File: src/rtl/rc_pulse_gen_if.sv
// Command/status bundle of one RC pulse output channel.
// The master drives the width command; the slave (the generator) drives the pulse and status strobes.
interface rc_pulse_gen_if;
    logic        enable;
    logic [15:0] width_us;
    logic        load;
    logic        pulse;
    logic        frame_start;
    logic        clamped;
    logic        failsafe;

    modport master (
        output enable, width_us, load,
        input  pulse, frame_start, clamped, failsafe
    );

    modport slave (
        input  enable, width_us, load,
        output pulse, frame_start, clamped, failsafe
    );
endinterface

File: src/rtl/rc_pulse_gen.sv
// Hobby-RC servo pulse generator with a double-buffered width command.
// Optional no-load failsafe is built in when RC_PULSE_FAILSAFE_EN is defined.
module rc_pulse_gen #(
    parameter int CLK_DIV        = 12,
    parameter int FRAME_US       = 20000,
    parameter int MIN_US         = 1000,
    parameter int MAX_US         = 2000,
    parameter int NEUTRAL_US     = 1500,
    parameter int TIMEOUT_FRAMES = 25
) (
    input  logic          clk_i,
    input  logic          reset_i,
    rc_pulse_gen_if.slave bus
);
    localparam int          PW        = (CLK_DIV > 1) ? $clog2(CLK_DIV) : 1;
    localparam logic [PW-1:0] PRESC_MAX = PW'(CLK_DIV - 1);
    localparam logic [15:0] FRAME_MAX = 16'(FRAME_US - 1);
    localparam logic [15:0] MIN_W     = 16'(MIN_US);
    localparam logic [15:0] MAX_W     = 16'(MAX_US);
    localparam logic [15:0] NEUT_W    = 16'(NEUTRAL_US);

    typedef enum logic {IDLE, RUN} state_t;

    state_t        state_q;
    logic [PW-1:0] presc_q;
    logic [15:0]   us_cnt_q;
    logic [15:0]   active_q;
    logic [15:0]   shadow_q;
    logic          pulse_q;
    logic          frame_start_q;
    logic          clamped_q;

    logic          below_d;
    logic          above_d;
    logic [15:0]   ld_val_d;
    logic [15:0]   new_active_d;
    logic          us_tick_d;

    assign below_d   = bus.width_us < MIN_W;
    assign above_d   = bus.width_us > MAX_W;
    assign us_tick_d = (presc_q == PRESC_MAX);

    always_comb begin
        ld_val_d = bus.width_us;
        if (below_d) begin
            ld_val_d = MIN_W;
        end else if (above_d) begin
            ld_val_d = MAX_W;
        end
    end

`ifdef RC_PULSE_FAILSAFE_EN
    localparam logic [15:0] TMO_W = 16'(TIMEOUT_FRAMES);

    logic        failsafe_q;
    logic [15:0] frame_cnt_q;

    // A load arriving on the wrap cycle wins over both shadow and neutral (write-through).
    always_comb begin
        new_active_d = failsafe_q ? NEUT_W : shadow_q;
        if (bus.load) begin
            new_active_d = ld_val_d;
        end
    end

    assign bus.failsafe = failsafe_q;
`else
    always_comb begin
        new_active_d = shadow_q;
        if (bus.load) begin
            new_active_d = ld_val_d;
        end
    end

    assign bus.failsafe = 1'b0;
`endif

    always_ff @(posedge clk_i or posedge reset_i) begin
        if (reset_i) begin
            state_q       <= IDLE;
            presc_q       <= '0;
            us_cnt_q      <= '0;
            active_q      <= NEUT_W;
            shadow_q      <= NEUT_W;
            pulse_q       <= 1'b0;
            frame_start_q <= 1'b0;
            clamped_q     <= 1'b0;
`ifdef RC_PULSE_FAILSAFE_EN
            failsafe_q    <= 1'b0;
            frame_cnt_q   <= '0;
`endif
        end else begin
            clamped_q     <= bus.load && (below_d || above_d);
            frame_start_q <= 1'b0;
            if (bus.load) begin
                shadow_q <= ld_val_d;
            end

            case (state_q)
                IDLE: begin
                    pulse_q  <= 1'b0;
                    presc_q  <= '0;
                    us_cnt_q <= '0;
                    if (bus.enable) begin
                        state_q       <= RUN;
                        active_q      <= new_active_d;
                        frame_start_q <= 1'b1;
                    end
                end
                RUN: begin
                    if (!bus.enable) begin
                        // Truncates any pulse in flight; the next enable starts a fresh frame.
                        state_q  <= IDLE;
                        pulse_q  <= 1'b0;
                        presc_q  <= '0;
                        us_cnt_q <= '0;
                    end else begin
                        pulse_q <= (us_cnt_q < active_q);
                        if (us_tick_d) begin
                            presc_q <= '0;
                            if (us_cnt_q == FRAME_MAX) begin
                                us_cnt_q      <= '0;
                                active_q      <= new_active_d;
                                frame_start_q <= 1'b1;
                            end else begin
                                us_cnt_q <= us_cnt_q + 16'd1;
                            end
                        end else begin
                            presc_q <= presc_q + PW'(1);
                        end
                    end
                end
                default: state_q <= IDLE;
            endcase

`ifdef RC_PULSE_FAILSAFE_EN
            // Failsafe flag takes effect on active at the wrap after it is raised.
            if (bus.load) begin
                frame_cnt_q <= '0;
                failsafe_q  <= 1'b0;
            end else if (state_q == RUN && !bus.enable) begin
                frame_cnt_q <= '0;
            end else if (state_q == RUN && us_tick_d && us_cnt_q == FRAME_MAX) begin
                if (frame_cnt_q < TMO_W) begin
                    frame_cnt_q <= frame_cnt_q + 16'd1;
                end
                if (frame_cnt_q + 16'd1 >= TMO_W) begin
                    failsafe_q <= 1'b1;
                end
            end
`endif
        end
    end

    assign bus.pulse       = pulse_q;
    assign bus.frame_start = frame_start_q;
    assign bus.clamped     = clamped_q;
endmodule

File: src/flat_wrapper.sv
// flat-port wrapper written by rule: the top's interface ports become plain ports
module rc_pulse_gen_flat 
#(
    parameter int CLK_DIV        = 12,
    parameter int FRAME_US       = 20000,
    parameter int MIN_US         = 1000,
    parameter int MAX_US         = 2000,
    parameter int NEUTRAL_US     = 1500,
    parameter int TIMEOUT_FRAMES = 25
)
  (clk_i, reset_i, bus_enable, bus_width_us, bus_load, bus_pulse, bus_frame_start, bus_clamped, bus_failsafe);
  rc_pulse_gen_if bus_i ();
  input  logic clk_i;
  input  logic reset_i;
  input wire logic [$bits(bus_i.enable)-1:0] bus_enable;
  input wire logic [$bits(bus_i.width_us)-1:0] bus_width_us;
  input wire logic [$bits(bus_i.load)-1:0] bus_load;
  output wire logic [$bits(bus_i.pulse)-1:0] bus_pulse;
  output wire logic [$bits(bus_i.frame_start)-1:0] bus_frame_start;
  output wire logic [$bits(bus_i.clamped)-1:0] bus_clamped;
  output wire logic [$bits(bus_i.failsafe)-1:0] bus_failsafe;
  assign bus_i.enable = bus_enable;
  assign bus_i.width_us = bus_width_us;
  assign bus_i.load = bus_load;
  assign bus_pulse = bus_i.pulse;
  assign bus_frame_start = bus_i.frame_start;
  assign bus_clamped = bus_i.clamped;
  assign bus_failsafe = bus_i.failsafe;
  rc_pulse_gen #(.CLK_DIV(CLK_DIV), .FRAME_US(FRAME_US), .MIN_US(MIN_US), .MAX_US(MAX_US), .NEUTRAL_US(NEUTRAL_US), .TIMEOUT_FRAMES(TIMEOUT_FRAMES)) u_core (.clk_i(clk_i), .reset_i(reset_i), .bus(bus_i));
endmodule
File: config.mk
export PLATFORM = sky130hd
export DESIGN_NAME = rc_pulse_gen_flat
export DESIGN_NICKNAME = d
export VERILOG_FILES = /design/src/rtl/rc_pulse_gen_if.sv /design/src/rtl/rc_pulse_gen.sv /design/src/flat_wrapper.sv
export SDC_FILE = /design/constraint.sdc
export NUM_CORES = 1
export LEC_CHECK = 0
export ABC_AREA = 1
export BUFFER_PORTS_ARGS = -buffer_cell sky130_fd_sc_hd__buf_2
export CORE_ASPECT_RATIO = 2
export CORE_MARGIN = 2
export CORE_UTILIZATION = 47
export DETAILED_ROUTE_END_ITERATION = 12
export PLACE_DENSITY = 0.75
export SETUP_SLACK_MARGIN = 0.4
export SYNTH_ARGS = -nofsm -noshare
export SYNTH_HDL_FRONTEND = slang
export SYNTH_SLANG_ARGS = --single-unit
File: constraint.sdc
create_clock -name clk_i -period 2.2 [get_ports clk_i]
set_input_delay 0.33 -clock clk_i [delete_from_list [all_inputs] [get_ports clk_i]]
set_output_delay 0.33 -clock clk_i [all_outputs]
set_load 0.005 [all_outputs]
==> flow_metrics.py, run 1 <==
metrics = {
    "worst_setup_path": {
        "critPathTopFamily": "compound AO/OA/AOI/OAI gates",
        "worst-path-max-fanout": 5,
        "crit_arrival_ps": 1930,
        "crit_path_cell_trace": "ha_1 -> nand3_4 -> nor2_4 -> a21oi_1 -> nand2_1 -> o21ai_0",
        "critical_path.max_stage_delay_ps": 420,
        "worstSetupEndpointType": "register",
        "critPathKind": "register to register",
        "worst_setup_path_start_kind": "register",
        "crit_required_ps": 2410,
        "worst_path_max_delay_cell": "sky130_fd_sc_hd__dfrtp_1",
        "critical_path_buf_inv_count": 0,
    },
    "cts": {
        "clkTransAtPathRegs_ps": 70,
        "cts_max_path_buffers": 2,
        "cts_root_buffer": "sky130_fd_sc_hd__clkbuf_16",
        "tritoncts_clock_tree": "built",
        "cts.htree.levels": 2,
        "cts.sink_count": 56,
        "hold_buffers": 0,
        "clk_latency_ps": 290,
        "cts_buffers": 5,
    },
    "timing": {
        "hold_viol": 0,
        "finalCriticalPeriod_ps": 1714,
        "fin_worst_skew_ps": 3.418,
        "finalCritPeriodShare": 0.7792,
        "hold-worst-slack_ps": 210.4,
        "maxClockFrequency_mhz": 583.4,
        "fin_setup_tns_ps": 0,
        "timing_worst_slew_pin_value_ps": 684.5,
        "unrepaired_setup_endpoints_after_global_routing": "true",
        "timing.max_slew.rel_slack": 0.5437,
        "setup_violation_total_in_the_final_timing_report": 0,
        "timing_max_transition_violations_final": 0,
    },
    "floorplan": {
        "die_height_um": 119.8,
        "core-area_um2": 6569,
        "floorplan.die.width_um": 61.92,
        "top_level_ports": 24,
        "start_util": 0.4800,
        "rows": 42,
        "dieArea_um2": 7419,
    },
    "layout": {
        "layout-area-overhead-vs-synth_pct": 11.31,
        "commonest_non_fill_non_tap_cell_in_the_layout": "sky130_fd_sc_hd__nand2_1",
        "diodes": 0,
        "finalNetCount": 456,
        "final_cell_mix": "sky130_fd_sc_hd__nand2_1 (83), sky130_fd_sc_hd__inv_1 (63), sky130_fd_sc_hd__nor2_1 (61), sky130_fd_sc_hd__dfrtp_1 (42), sky130_fd_sc_hd__buf_2 (22)",
        "share_of_final_layout_standard_cells_stronger_than_drive_strength_1": 0.1976,
    },
    "power": {
        "net-switching-power_mw": 0.5105,
        "seqPwrFrac": 0.525,
        "totalPowerFinal_mw": 2.084,
        "netSwitchingFraction": 0.2450,
        "power.combinational.fraction": 0.092,
        "p_int_mw": 1.573,
        "power_per_cell_area_nw_per_um2": 593.8,
        "leakage_nw": 1.722,
        "clkPwrFrac": 0.383,
        "vdd_ir_drop_max_v": 0.0003547,
    },
    "route": {
        "dr_total_vias": 2544,
        "dr.pass1.iters": 4,
        "postRouteWirelength_mm": 5.988,
        "post_detailed_route_count_of_antenna_violating_nets": 0,
        "viasPerCell": 5.008,
        "detail_route.wl_per_cell_um": 11.79,
        "drc": 0,
        "drt_first_iter_violations": 92,
    },
    "synthesis": {
        "synth-async-reset-ratio": 1.000,
        "postSynthAreaPerCell_um2": 8.023,
        "post_synth_num_cell_types": 39,
        "dominantRegCellSynth": "sky130_fd_sc_hd__dfrtp_1",
        "synth_fp_nets": 430,
        "sequential_area_share_after_synthesis": 0.4500,
        "syn_area_um2": 3153,
        "total_of_flip_flops_plus_latches_after_synthesis": 56,
        "synth-edff-count": 0,
        "synth-warning-count": 0,
        "number_of_standard_cells_after_synthesis": 393,
    },
    "min_path": {
        "min_path_type": "input pin to async pin",
    },
    "grt": {
        "wire_length_of_the_first_global_routing_pass_mm": 10.28,
        "antenna_found_initial": 0,
        "global_route.usage.total": 0.1819,
        "number_of_global_route_vias_before_repair": 2527,
        "grt-ovfl-total": 0,
        "grt_start_max_net_pins": 57,
    },
    "run": {
        "max-cap-violations": 0,
    },
    "placed_design": {
        "hpwlAfterDp_mm": 4.593,
        "routabilityCongestion": 0.8239,
        "count_of_port_buffers_added_during_placement": 22,
    },
    "status": {
        "outcome": "completed",
    },
}
==> power by group through the flow <==
stage | combinational, mW | clock (mW) | sequential (mW)
3_5_place_dp | 0.185 | 0 | 1.11
5_1_grt | 0.227 | 0.851 | 1.10
3_3_place_gp | 0.177 | 0 | 1.11
4_1_cts | 0.186 | 0.821 | 1.09
6_report | 0.193 | 0.798 | 1.09
2_1_floorplan | 0.140 | 0 | 1.11
==> synthesized netlist by cell type, types with 5 or more instances <==
| master | n | area, um^2 |
|---|---|---|
| sky130_fd_sc_hd__a21oi_1 | 14 | 70.07 |
| sky130_fd_sc_hd__dfrtp_1 | 42 | 1051 |
| sky130_fd_sc_hd__dfstp_2 | 14 | 367.9 |
| sky130_fd_sc_hd__ha_1 | 17 | 212.7 |
| sky130_fd_sc_hd__inv_1 | 65 | 244.0 |
| sky130_fd_sc_hd__nand2_1 | 83 | 311.6 |
| sky130_fd_sc_hd__nand2_2 | 12 | 75.07 |
| sky130_fd_sc_hd__nand3_1 | 16 | 80.08 |
| sky130_fd_sc_hd__nor2_1 | 62 | 232.7 |
| sky130_fd_sc_hd__nor3_1 | 6 | 30.03 |
| sky130_fd_sc_hd__o21ai_0 | 11 | 55.05 |
| sky130_fd_sc_hd__o21ai_2 | 6 | 52.55 |
| sky130_fd_sc_hd__o21bai_1 | 5 | 37.54 |
==> final cells by class <==
cell class,instances,area [um^2]
Clock buffer,5,125.1
Multi-Input combinational cell,261,1406
Inverter,68,266.5
Fill cell,607,3059
Sequential cell,56,1419
Clock inverter,3,22.52
Tap cell,88,110.1
Timing Repair Buffer,27,160.2
==> per-stage QoR <==
| stage | utilization | instances | area, um^2 | setup slack [ps] |
|---|---|---|---|---|
| final | 0.5343 | 508 | 3510 | 485.8 |
| after global routing | 0.5343 | 508 | 3510 | 350.7 |
| after CTS | 0.5250 | 504 | 3448 | 431.3 |
| after detailed placement | 0.5025 | 496 | 3301 | 441.0 |
| after global placement | 0.5025 | 496 | 3301 | 486.8 |
| after floorplan | - | 393 | 3153 | 521.9 |
==> logic make-up (layout without fill, tap and decap cells) <==
logic type | Yosys count | in the layout | share of synthesized area
and+or+nand+nor | 194 | 194 | 0.2734
buffers and inverters | 76 | 103 | 0.1079
DFF | 56 | 56 | 0.4500
AOI/OAI and AO/OA | 44 | 44 | 0.08571
adders and majority gates | 17 | 17 | 0.06746
xor gates and xnor gates | 4 | 4 | 0.01111
other | 1 | 1 | 0.001189
muxes | 1 | 1 | 0.003175
==> flip-flops by register name, indices dropped and copies added (netlist names) <==
register / count
u_core.bus.pulse: 1
u_core.us_cnt_q: 16
u_core.presc_q: 4
u_core.bus.frame_start: 1
u_core.state_q: 1
u_core.bus.clamped: 1
u_core.shadow_q: 16
u_core.active_q: 16
==> worst min-delay path, delay by kind of cell <==
family | cells | cell delay (ps)
buffers and inverters | 3 | 670
==> timing repair <==
action                                 CTS  global route
endpoints found under the hold margin    0             0
gates resized for setup                  0             5
setup endpoints to repair                0            23
setup buffers                            0             4
==> worst paths after layout <==
path,cells after the start,slack (ps),from,to
setup reg to reg,6,490,u_core.us_cnt_q[0]$_DFFE_PP0P_,u_core.us_cnt_q[0]$_DFFE_PP0P_
min in group clk_i,1,220,bus_enable,u_core.state_q$_DFF_PP0_
max in group asynchronous,3,1530,reset_i,u_core.us_cnt_q[12]$_DFFE_PP0P_
hold reg to reg,1,460,u_core.presc_q[0]$_DFF_PP0_,u_core.presc_q[0]$_DFF_PP0_
hold / removal,3,210,reset_i,u_core.active_q[1]$_DFFE_PP0P_
setup / recovery,6,490,u_core.us_cnt_q[0]$_DFFE_PP0P_,u_core.us_cnt_q[0]$_DFFE_PP0P_
==> per-layer routing <==
metal / global-route usage / wire, um / up-vias
met5: 0 / 0 / -
met4: 0.09574 / 288 / 0
met3: 0.03448 / 184 / 24
met2: 0.3329 / 3257 / 63
met1: 0.1774 / 2258 / 1190
li1: - / - / 1267
No activity file was read; power rests on OpenSTA's default activity.
==> run 2, diff against run 1 <==
--- a/config.mk
+++ b/config.mk
@@ -11,7 +11,7 @@
 export CORE_MARGIN = 2
 export CORE_UTILIZATION = 47
 export DETAILED_ROUTE_END_ITERATION = 12
-export PLACE_DENSITY = 0.75
+export PLACE_DENSITY = 0.77
 export SETUP_SLACK_MARGIN = 0.4
 export SYNTH_ARGS = -nofsm -noshare
 export SYNTH_HDL_FRONTEND = slang
==> constraint.sdc (replaced) <==
create_clock -name clk_i -period 1.4 [get_ports clk_i]
set_input_delay 0.21 -clock clk_i [delete_from_list [all_inputs] [get_ports clk_i]]
set_output_delay 0.21 -clock clk_i [all_outputs]
set_load 0.005 [all_outputs]
==> run 2 against run 1 <==
  * The flow now finishes with violations (negative setup slack)
  * Largest power group unchanged
  * Clock power rose by 57%
  * Worst setup slack got worse by 720 ps
  * Utilization rose by 17 points
  * Sequential power rose by 59%
  * First-iteration DRC count rose by 59%
  * Largest cell class is now multi-input combinational cells
==> flow_metrics.py, run 2 (synthesis results as in run 1) <==
metrics = {
    "status": {
        "outcome": "finished with violations",
        "failing_checks": "negative setup slack",
    },
    "timing": {
        "hold-worst-slack_ps": 186.0,
        "fin_worst_skew_ps": 8.163,
        "timing_max_transition_violations_final": 0,
        "setup_violation_total_in_the_final_timing_report": 34,
        "fin_setup_tns_ps": -4464,
        "hold_viol": 0,
        "unrepaired_setup_endpoints_after_global_routing": "true",
        "maxClockFrequency_mhz": 610.1,
        "finalCritPeriodShare": 1.171,
        "finalWorstSetupSlack_ps": -239.1,
        "finalCriticalPeriod_ps": 1639,
    },
    "layout": {
        "commonest_non_fill_non_tap_cell_in_the_layout": "sky130_fd_sc_hd__inv_1",
        "nFillCells": 441,
        "finalNetCount": 527,
        "diodes": 0,
        "share_of_final_layout_standard_cells_stronger_than_drive_strength_1": 0.5255,
        "stdcell_count": 579,
        "layout-area-overhead-vs-synth_pct": 46.79,
        "fin_area_um2": 4628,
        "reg.largest.list": "u_core.active_q: 16 flops, u_core.shadow_q: 16 flops, u_core.us_cnt_q: 16 flops",
        "final_cell_mix": "sky130_fd_sc_hd__inv_1 (54), sky130_fd_sc_hd__buf_4 (52), sky130_fd_sc_hd__nand2_1 (47), sky130_fd_sc_hd__nand2_2 (41), sky130_fd_sc_hd__nor2_1 (40)",
        "final_core_utilization": 0.7046,
    },
    "power": {
        "power.combinational.fraction": 0.147,
        "net-switching-power_mw": 0.9217,
        "power_per_cell_area_nw_per_um2": 755.5,
        "vdd_ir_drop_max_v": 0.0004606,
        "leakage_nw": 2.166,
        "p_int_mw": 2.575,
        "seqPwrFrac": 0.495,
        "netSwitchingFraction": 0.2636,
        "totalPowerFinal_mw": 3.497,
        "clkPwrFrac": 0.358,
    },
    "grt": {
        "antenna_found_initial": 0,
        "wire_length_of_the_first_global_routing_pass_mm": 12.97,
        "global_route.usage.total": 0.2352,
        "grt-ovfl-total": 0,
        "grt_start_max_net_pins": 57,
        "number_of_global_route_vias_before_repair": 2989,
    },
    "cts": {
        "cts_max_path_buffers": 2,
        "cts_root_buffer": "sky130_fd_sc_hd__clkbuf_16",
        "clkTransAtPathRegs_ps": 70,
        "cts.sink_count": 56,
        "cts.htree.levels": 2,
        "cts_buffers": 5,
        "tritoncts_clock_tree": "built",
        "clk_latency_ps": 300,
    },
    "worst_setup_path": {
        "critPathKind": "register to register",
        "crit_arrival_ps": 1830,
        "worst-path-max-fanout": 2,
        "worst_setup_path_start_kind": "register",
        "critical_path.max_stage_delay_ps": 550,
        "crit_path_cell_trace": "inv_2 -> ha_4 -> nand2_4 -> nor4_4 -> buf_4 -> nand2_2 -> nand3_2 -> nor2_2",
        "worstSetupEndpointType": "register",
        "worst_path_max_delay_cell": "sky130_fd_sc_hd__dfstp_2",
        "crit_required_ps": 1590,
    },
    "floorplan": {
        "floorplan.die.width_um": 61.92,
        "core-area_um2": 6569,
        "start_util": 0.4800,
        "top_level_ports": 24,
        "rows": 42,
        "die_height_um": 119.8,
        "dieArea_um2": 7419,
    },
    "min_path": {
        "min_path_type": "input pin to register",
    },
    "placed_design": {
        "count_of_port_buffers_added_during_placement": 22,
        "placed_cell_area_um2": 3725,
        "dp_worst_setup_slack_ps": -143.8,
        "routabilityCongestion": 0.8775,
        "place.detailed.instances": 540,
        "hpwlAfterDp_mm": 5.358,
    },
    "route": {
        "postRouteWirelength_mm": 9.633,
        "dr_total_vias": 3070,
        "viasPerCell": 5.302,
        "drc": 0,
        "drt_first_iter_violations": 146,
        "dr.pass1.iters": 5,
        "detail_route.wl_per_cell_um": 16.64,
        "post_detailed_route_count_of_antenna_violating_nets": 0,
    },
    "run": {
        "max-cap-violations": 0,
    },
}
run 2: cell type report:
type / count / area [um^2] / share of cell area
Clock buffer: 7 / 132.6 / 0.02866
Clock inverter: 1 / 8.758 / 0.001892
Inverter: 68 / 276.5 / 0.05975
Multi-Input combinational cell: 261 / 1889 / 0.4082
Sequential cell: 56 / 1424 / 0.3077
Tap cell: 88 / 110.1 / 0.02379
Timing Repair Buffer: 98 / 787.0 / 0.1700
run 2: path summary, 6_finish.rpt:
check	from	to	slack [ps]	cells past startpoint
setup reg to reg	u_core.active_q[8]$_DFFE_PP1P_	u_core.bus.pulse$_DFF_PP0_	-240	8
max in group asynchronous	reset_i	u_core.active_q[3]$_DFFE_PP1P_	560	4
setup / recovery	u_core.active_q[8]$_DFFE_PP1P_	u_core.bus.pulse$_DFF_PP0_	-240	8
min in group asynchronous	reset_i	u_core.shadow_q[13]$_DFF_PP0_	520	4
hold / removal	bus_width_us[3]	u_core.shadow_q[3]$_DFF_PP1_	190	3
hold reg to reg	u_core.active_q[4]$_DFFE_PP1P_	u_core.active_q[4]$_DFFE_PP1P_	490	2
run 2: power by group through the flow:
stage | sequential (mW) | combinational, mW | clock [mW]
detailed placement | 1.75 | 0.348 | 0
finish | 1.73 | 0.515 | 1.25
floorplan | 1.74 | 0.234 | 0
CTS | 1.72 | 0.425 | 1.25
global route | 1.73 | 0.563 | 1.33
global placement | 1.75 | 0.331 | 0
run 2: what timing repair did:
action,in CTS,in global routing
endpoints found under the hold margin,19,0
pin swaps,30,36
gates cloned,1,0
setup buffers,13,16
setup endpoints to repair,40,48
resized for setup,56,86
hold buffers,1,0
run 2: worst max-delay path: cells and delay by family (launching register included):
kind / cells / cell delay, ps
AND/OR/NAND/NOR: 5 / 500
flip-flops: 1 / 550
buffers and inverters: 2 / 220
adder cells (fa/ha/maj): 1 / 270
run 2: metal layers:
metal  up-vias  track usage  wire, um
met5         -            0         0
met4         0       0.1356       515
met3        39      0.03017       302
met2       107       0.4243      5421
met1      1515       0.2393      3394
li1       1409            -         -
